`src/rtl/uart_tx_fifo_param.sv`:
```
// uart_tx_fifo_param: 16550-style UART transmitter with an integrated TX FIFO.
// Words pushed over valid/ready are queued, then serialised on tx as
// start / 5..DATA_W data bits / optional parity / 1, 1.5 or 2 stop bits.
// Bit timing comes from an external oversampled baud_pulse (OVS ticks per bit).
module uart_tx_fifo_param #(
  parameter int DATA_W     = 8,
  parameter int FIFO_DEPTH = 16,
  parameter int OVS        = 16
) (
  input  logic                            clk,
  input  logic                            rst_n,
  input  logic                            baud_pulse,
  input  logic [DATA_W-1:0]               in_data,
  input  logic                            in_valid,
  output logic                            in_ready,
  input  logic [$clog2(DATA_W+1)-1:0]     cfg_nbits,
  input  logic                            cfg_pen,
  input  logic                            cfg_eps,
  input  logic                            cfg_stick,
  input  logic                            cfg_stb,
  input  logic                            cfg_msb1st,
  input  logic                            set_break,
  output logic                            tx,
  output logic [$clog2(FIFO_DEPTH+1)-1:0] fifo_count,
  output logic                            thre,
  output logic                            temt
);

  localparam int NB_W = $clog2(DATA_W + 1);
  localparam int CW   = $clog2(FIFO_DEPTH + 1);
  localparam int AW   = $clog2(FIFO_DEPTH);
  localparam int BW   = $clog2(DATA_W);
  localparam int TW   = $clog2(2 * OVS);

  typedef enum logic [2:0] {S_IDLE, S_START, S_DATA, S_PARITY, S_STOP} state_t;

  // Frame settings still needed after the word has been loaded.
  typedef struct packed {
    logic [NB_W-1:0] nbits;
    logic            pen;
    logic            stb;
  } frame_cfg_t;

  // ---------------------------------------------------------------- FIFO
  logic [FIFO_DEPTH-1:0][DATA_W-1:0] mem;
  logic [AW-1:0]                     wr_ptr, rd_ptr;
  logic [CW-1:0]                     count, count_nxt;
  logic                              push, pop, fifo_ne;

  assign push    = in_valid & in_ready;
  assign fifo_ne = (count != '0);

  // Occupancy after this clock's push/pop.
  always_comb begin
    count_nxt = count;
    case ({push, pop})
      2'b10:   count_nxt = count + 1'b1;
      2'b01:   count_nxt = count - 1'b1;
      default: count_nxt = count;
    endcase
  end

  // Pointers, count and a registered ready so a freed slot shows up one clk later.
  always_ff @(posedge clk) begin
    if (!rst_n) begin
      wr_ptr   <= '0;
      rd_ptr   <= '0;
      count    <= '0;
      in_ready <= 1'b0;
    end else begin
      if (push) wr_ptr <= wr_ptr + 1'b1;
      if (pop)  rd_ptr <= rd_ptr + 1'b1;
      count    <= count_nxt;
      in_ready <= (count_nxt != CW'(FIFO_DEPTH));
    end
  end

  // Storage array; contents are don't-care until written.
  always_ff @(posedge clk) begin
    if (push) mem[wr_ptr] <= in_data;
  end

  // ------------------------------------------------------ word preparation
  logic [NB_W-1:0]   nbits_eff;
  logic [DATA_W-1:0] head, mask, masked, rev_full, load_word;
  logic [DATA_W-1:0] ones;
  logic              par_calc;

  assign ones = '1;

  // Full-width bit reversal; shifted down below to put the MSB of the used field at bit 0.
  for (genvar g = 0; g < DATA_W; g++) begin : g_rev
    assign rev_full[g] = masked[DATA_W-1-g];
  end

  // Clamp the bit count, mask unused MSBs, order bits so the shifter always sends bit 0 next.
  always_comb begin
    nbits_eff = cfg_nbits;
    if (cfg_nbits < NB_W'(5))           nbits_eff = NB_W'(5);
    else if (cfg_nbits > NB_W'(DATA_W)) nbits_eff = NB_W'(DATA_W);
    head      = mem[rd_ptr];
    mask      = ~(ones << nbits_eff);
    masked    = head & mask;
    load_word = cfg_msb1st ? (rev_full >> (NB_W'(DATA_W) - nbits_eff)) : masked;
    if (cfg_stick) par_calc = ~cfg_eps;
    else           par_calc = cfg_eps ? (^masked) : (~^masked);
  end

  // ---------------------------------------------------------------- FSM
  state_t            state, state_nxt;
  logic [TW-1:0]     cnt, stop_len;
  logic [BW-1:0]     bits_left;
  logic [DATA_W-1:0] shreg;
  logic              par_q;
  frame_cfg_t        cfg_q;
  logic              cnt_zero;
  logic              line;

  assign cnt_zero = (cnt == '0);

  // Stop-bit length in ticks, from the settings latched for this frame.
  always_comb begin
    if (!cfg_q.stb)                  stop_len = TW'(OVS - 1);
    else if (cfg_q.nbits == NB_W'(5)) stop_len = TW'(3 * OVS / 2 - 1);
    else                             stop_len = TW'(2 * OVS - 1);
  end

  // State register.
  always_ff @(posedge clk) begin
    if (!rst_n) state <= S_IDLE;
    else        state <= state_nxt;
  end

  // Next state: moves only on baud ticks, at the end of each bit.
  always_comb begin
    state_nxt = state;
    if (baud_pulse) begin
      case (state)
        S_IDLE:   if (fifo_ne)  state_nxt = S_START;
        S_START:  if (cnt_zero) state_nxt = S_DATA;
        S_DATA:   if (cnt_zero && bits_left == '0) state_nxt = cfg_q.pen ? S_PARITY : S_STOP;
        S_PARITY: if (cnt_zero) state_nxt = S_STOP;
        S_STOP:   if (cnt_zero) state_nxt = S_IDLE;
        default:  state_nxt = S_IDLE;
      endcase
    end
  end

  // Outputs of the FSM: the serial line level and the FIFO pop strobe.
  always_comb begin
    case (state)
      S_START:  line = 1'b0;
      S_DATA:   line = shreg[0];
      S_PARITY: line = par_q;
      default:  line = 1'b1;
    endcase
    pop = baud_pulse && (state == S_IDLE) && fifo_ne;
  end

  // Frame datapath: tick counter, data shifter, parity and latched settings.
  always_ff @(posedge clk) begin
    if (!rst_n) begin
      cnt       <= '0;
      bits_left <= '0;
      shreg     <= '0;
      par_q     <= 1'b0;
      cfg_q     <= '0;
    end else if (baud_pulse) begin
      case (state)
        S_IDLE: begin
          if (fifo_ne) begin
            shreg       <= load_word;
            par_q       <= par_calc;
            cfg_q.nbits <= nbits_eff;
            cfg_q.pen   <= cfg_pen;
            cfg_q.stb   <= cfg_stb;
            cnt         <= TW'(OVS - 1);
          end
        end
        S_START: begin
          if (cnt_zero) begin
            cnt       <= TW'(OVS - 1);
            bits_left <= BW'(cfg_q.nbits - 1'b1);
          end else begin
            cnt <= cnt - 1'b1;
          end
        end
        S_DATA: begin
          if (cnt_zero) begin
            if (bits_left != '0) begin
              shreg     <= shreg >> 1;
              bits_left <= bits_left - 1'b1;
              cnt       <= TW'(OVS - 1);
            end else begin
              cnt <= cfg_q.pen ? TW'(OVS - 1) : stop_len;
            end
          end else begin
            cnt <= cnt - 1'b1;
          end
        end
        S_PARITY: begin
          if (cnt_zero) cnt <= stop_len;
          else          cnt <= cnt - 1'b1;
        end
        S_STOP: begin
          if (!cnt_zero) cnt <= cnt - 1'b1;
        end
        default: cnt <= '0;
      endcase
    end
  end

  // Registered pad driver; break overrides the line without stopping the FSM.
  always_ff @(posedge clk) begin
    if (!rst_n) tx <= 1'b1;
    else        tx <= line & ~set_break;
  end

  assign fifo_count = count;
  assign thre       = (count == '0);
  assign temt       = thre && (state == S_IDLE);

endmodule
```
`config.mk`:
```
export PLATFORM = sky130hd
export DESIGN_NAME = uart_tx_fifo_param
export DESIGN_NICKNAME = d
export VERILOG_FILES = /design/src/rtl/uart_tx_fifo_param.sv
export SDC_FILE = /design/constraint.sdc
export NUM_CORES = 1
export LEC_CHECK = 0
export BUFFER_PORTS_ARGS = -buffer_cell sky130_fd_sc_hd__buf_2
export CORE_ASPECT_RATIO = 0.75
export CORE_UTILIZATION = 25
export DETAILED_ROUTE_END_ITERATION = 7
export GPL_TIMING_DRIVEN = 1
export PLACE_DENSITY = 0.41
export SLEW_MARGIN = 20
export SYNTH_ARGS = -nofsm -noshare
export SYNTH_HDL_FRONTEND = slang
export SYNTH_SLANG_ARGS = --single-unit
```
`constraint.sdc`:
```
create_clock -name clk -period 7 [get_ports clk]
set_clock_uncertainty 0.05 [all_clocks]
set_input_delay 1.75 -clock clk [delete_from_list [all_inputs] [get_ports clk]]
set_output_delay 1.75 -clock clk [all_outputs]
set_load 0.02 [all_outputs]
```
==> Word level (Yosys, flattened, before mapping) <==
Index checks and enable logic that the tools add are counted.
{ "totals": {"register_bits": 169, "latch_bits": 0, "ram_bits": 0, "rom_bits": 0, "output_inout_bits": 9, "elab_cells": 123, "n_memories": 0} }
{ "op_classes": {"add_sub_neg": 8, "mul": 0, "div_mod_pow": 0, "n_lt_le_gt_ge": 5, "n_eq_ne": 16, "shifts": 2, "mux": 37, "n_bitwise": 6, "reduce_logical": 20} }
{ "op_table": {"columns": ["op", "count"], "rows": [
  ["bitwise mux 128 bit", 1],
  ["two-way mux 8 bit", 6],
  ["two-way mux 5 bit", 8],
  ["binary-select mux 8 bit (select 4 bit)", 1],
  ["demux 8 bit (select 4 bit)", 1],
  ["two-way mux 3 bit", 9],
  ["one-hot mux 5 bit (5 select lines)", 1],
  ["!= test 2 bit, second input constant", 8],
  ["one-hot mux 8 bit (2 select lines)", 1],
  ["one-hot mux 3 bit (5 select lines)", 1],
  ["two-way mux 4 bit", 3],
  ["zero test 5 bit", 2],
  ["< comparator 4 x 5 -> 1 bit, second input constant", 2],
  ["one-hot mux 5 bit (2 select lines)", 1],
  ["AND reduction 5 bit", 2],
  ["subtractor 5 x 1 -> 5 bit, second input constant", 2],
  ["adder 4 x 1 -> 4 bit, second input constant", 2],
  ["bitwise AND 8 bit", 1],
  ["inverter 8 bit", 1],
  ["XNOR reduction 8 bit", 1],
  ["XOR reduction 8 bit", 1],
  ["<< shifter 8 x 4 -> 8 bit, first input constant", 1],
  [">> shifter 8 x 4 -> 8 bit", 1],
  ["equality test 3 x 2 -> 1 bit, second input constant", 2],
  ["24 further kinds", 35]
]} }

==> Depth between registers and ports, before layout <==
{ "depth": {"ltp_word": 10, "ltp_mapped": 13, "ltp_nobuf": 13} }

==> Least setup slack after synthesis <==
Ideal clock, no wire load.
{ "synth_path": {"path_kind": "input-to-reg", "startpoint": "in cfg_nbits[2]", "endpoint": "reg par_q", "setup_time_ps": 64, "arrival_ps": 4148, "t_required_ps": 6886, "path_slack_ps": 2738, "path_stages": 12, "path_buffers": 0, "cell_sequence": "nand2_1 -> o21ai_1 -> ha_1 -> ha_1 -> inv_1 -> o21ai_0 -> a2bb2oi_4 -> nand4_1 -> a211o_1 -> o211a_1 -> or3_1 -> nand4_1"} }
{ "synth_between": {"elab_chain_cells": 9} }
{ "synth_lines": {"columns": ["element", "line", "text"], "rows": [
  ["start, declared", "16", "input logic [$clog2(DATA_W+1)-1:0] cfg_nbits,"],
  ["> comparator 4 bit", "100", "else if (cfg_nbits > NB_W'(DATA_W)) nbits_eff = NB_W'(DATA_W);"],
  ["two-way mux 4 bit", "100", null],
  ["two-way mux 4 bit *", "99", "if (cfg_nbits < NB_W'(5)) nbits_eff = NB_W'(5);"],
  ["<< shifter 8 x 4 -> 8 bit *", "102", "mask = ~(ones << nbits_eff);"],
  ["inverter 8 bit *", "102", null],
  ["bitwise AND 8 bit *", "103", "masked = head & mask;"],
  ["XNOR reduction 8 bit / XOR reduction 8 bit (equally long branches)", "106", "else par_calc = cfg_eps ? (^masked) : (~^masked);"],
  ["two-way mux 1 bit *", "106", null],
  ["two-way mux 1 bit *", "105", "if (cfg_stick) par_calc = ~cfg_eps;"],
  ["end signal, assigned", "173", "par_q <= par_calc;"],
  ["end, declared", "114", "logic par_q;"]
]} }
Mark *: on every way between the ends. The rest lies on a longest branch, timed or not.
A chain may end at the register's enable or synchronous reset.

==> Worst setup path in the final report <==
{ "layout_path": {"startpoint": "in cfg_nbits[3]", "endpoint": "reg par_q"} }
{ "layout_between": {"elab_chain_cells": 9} }
{ "layout_lines": {"columns": ["element", "line", "text"], "rows": [
  ["> comparator 4 bit", "100", null],
  ["two-way mux 4 bit", "100", null],
  ["two-way mux 4 bit *", "99", null],
  ["named net nbits_eff[2]", "84", "logic [NB_W-1:0] nbits_eff;"],
  ["<< shifter 8 x 4 -> 8 bit *", "102", null],
  ["inverter 8 bit *", "102", null],
  ["bitwise AND 8 bit *", "103", null],
  ["XNOR reduction 8 bit / XOR reduction 8 bit (equally long branches)", "106", null],
  ["two-way mux 1 bit *", "106", null],
  ["two-way mux 1 bit *", "105", null]
]} }
The timed path passes the listed nets; every way through them passes the cells marked *.

==> summary.txt <==
post-CTS sizing - 0
Initial Utilization - 25.8%
max-slew violation count - 0
r2r endpoint - par_q$_SDFFE_PN0P_
clock-pin transition on the worst setup and hold timing paths - 0.07 ns
share of layout cells above drive strength 1 - 17.5%
Layout area overhead - 15.1%
# setup viols final - 0
Setup crit end kind - flop
nets - 674
Mapped Area - 7900 sq um
most frequent cells in the layout - 128 x edfxtp_1, 53 x nand2_1, 40 x dfxtp_1, 39 x nor2_1, 35 x o21ai_0
Power per Cell Area - 349 nW/um^2
Worst Setup Start Kind - primary input
R2R Setup Slk - 3.24 ns
Worst EP required - 7.26 ns
critical path type - primary input to flop
Post-CTS Hold Buffers - 0
Worst setup startpoint - cfg_nbits[3]
Ports - 31
RSZ-0062 raised after global routing - false
clk root buf - clkbuf_16
syn_area_per_cell - 12.9 sq um
register area share after synthesis - 59.1%
status - finished clean
initial drt markers - 428
Final Hold Fails - 0
Die Wd - 207 um
Worst R2R Path Depth - 9
Layout Utilization - 29.7%
top achievable clock speed - 230 MHz
Core Rows - 55
WL/cell - 19.0 um
CTS Sinks - 169
IO Port Bufs - 30
initial antenna violation count - 0
Placer Congestion - 0.794
period utilization - 62.2%
setup bufs post-CTS - 0
Yosys reg bits - 169
Post-synth EDFFs - 128
clk buf depth - 2
Synth Warn # - 0
grt total ovfl - 0
CP Capture Point - par_q$_SDFFE_PN0P_
hold_ws - 0.440 ns
Critical Path Fanout Max - 12
DRC errors left - 0
H-tree Lvls - 4
first-pass GRT wire length - 30200 um
WP data arrival - 4.61 ns
most common cell after layout, fill and taps aside - edfxtp_1
Peak VDD IR - 0.164 mV
Yosys cell types - 69
CTS tree - built
Vias - 5056
Hold WC Path Type - flop to flop
Final ANT Viol Nets - 0
die area - 32300 sq um
Core Footprint - 30600 sq um
vias in the first global route - 4937
Tmin final - 4.35 ns
LEAKAGE - 3.06 nW
worst skew pair latency - 0.43 ns
CTS buffer count - 17
fillers - 3044
setup TNS - 0 ns
# diodes - 0
Cells after Synth - 612
Pre-antenna DRT Iters - 5
total routing usage reported by global routing - 12.6%
Die Height - 156 um
Worst-Margin Slew - 1.06 ns
HPWL reported at the end of detailed placement - 13400 um
ys async rst share - 0%
drt via density - 4.81
Mapped Nets - 647
largest net degree at the start of global routing - 48
Routed WL - 19900 um
max cap viols - 0
Max-slew headroom - 28.8%
FF-to-FF Start - rd_ptr[0]$_SDFFE_PN0P_
ys flop type - edfxtp_1
-- per-layer routing --
layer / part of all wire (%) / GRT usage (%)
met5: 0 / 0
met3: 3.4 / 2.60
met1: 51 / 17.8
met4: 0.88 / 3.27
met2: 45 / 19.6
-- critical path: stages --
cell	delay [ns]
buf_2	0.22
inv_1	0.12
o21ai_1	0.42
ha_1	0.31
ha_1	0.18
inv_1	0.04
o21ai_0	0.27
a2bb2oi_4	0.27
nand4_1	0.16
a211o_1	0.35
a211oi_1	0.28
or3_1	0.15
nand4_1	0.08
-- cells by family after synthesis --
logic type / share of synthesized area, %
and+or+nand+nor: 10.6
DFF: 59.1
AOI/OAI and AO/OA: 11.8
buffers and inverters: 3.36
muxes: 11.6
adders and majority gates: 2.19
xor gates and xnor gates: 1.44
-- synth_stat cells (13+ instances only) --
cell / number / area [sq um]
clkbuf_1: 26 / 97.6
nand2_1: 53 / 199
nor2_1: 40 / 150
dfxtp_1: 41 / 821
mux2i_1: 21 / 210
edfxtp_1: 128 / 3840
inv_1: 20 / 75.1
o21ai_0: 35 / 175
mux4_2: 19 / 428
a21oi_1: 16 / 80.1
and2_1: 18 / 113
ha_1: 13 / 163
-- metrics by stage --
step                total power, W  setup WS (ns)  instances  cell area [sq um]
finish                     0.00318           2.65       1051               9090
global route               0.00335           2.44       1051               9090
CTS                        0.00320           2.63       1051               9090
detailed placement         0.00221           2.19       1019               8480
global placement           0.00220           2.33       1019               8480
floorplan                  0.00198           2.74        612               7900
-- worst min-delay path by stage --
| stage | from | end | cells past startpoint |
|---|---|---|---|
| floorplan | shreg[6]$_SDFFE_PN0P_ | shreg[6]$_SDFFE_PN0P_ | 2 |
| global placement | shreg[6]$_SDFFE_PN0P_ | shreg[6]$_SDFFE_PN0P_ | 2 |
| detailed placement | shreg[6]$_SDFFE_PN0P_ | shreg[6]$_SDFFE_PN0P_ | 2 |
| CTS | shreg[6]$_SDFFE_PN0P_ | shreg[6]$_SDFFE_PN0P_ | 2 |
| global route | cfg_q[3]$_SDFFE_PN0P_ | cfg_q[3]$_SDFFE_PN0P_ | 2 |
| finish | shreg[6]$_SDFFE_PN0P_ | shreg[6]$_SDFFE_PN0P_ | 2 |
-- registers in the layout, summed over array words and instances (netlist names) --
register,count
tx,1
mem,128
par_q,1
in_ready,1
fifo_count,5
state,3
cnt,5
wr_ptr,4
rd_ptr,4
shreg,8
bits_left,3
cfg_q,6
-- layout make-up --
class | instances | area [sq um] | share of cell area [%]
Clock buffer | 25 | 495 | 5.45
Timing Repair Buffer | 44 | 255 | 2.81
Multi-Input combinational cell | 385 | 2980 | 32.8
Sequential cell | 169 | 4670 | 51.3
Clock inverter | 7 | 115 | 1.27
Tap cell | 399 | 499 | 5.49
Inverter | 22 | 82.6 | 0.908
-- power breakdown --
part           switching [W]  leakage [nW]  internal (W)  total (W)
combinational       0.000541          1.28      0.000400   0.000941
clock               0.000380         0.295      0.000599   0.000979
sequential          0.000105          1.49       0.00115    0.00126
Note: power is estimated with default switching activity, not from simulation.
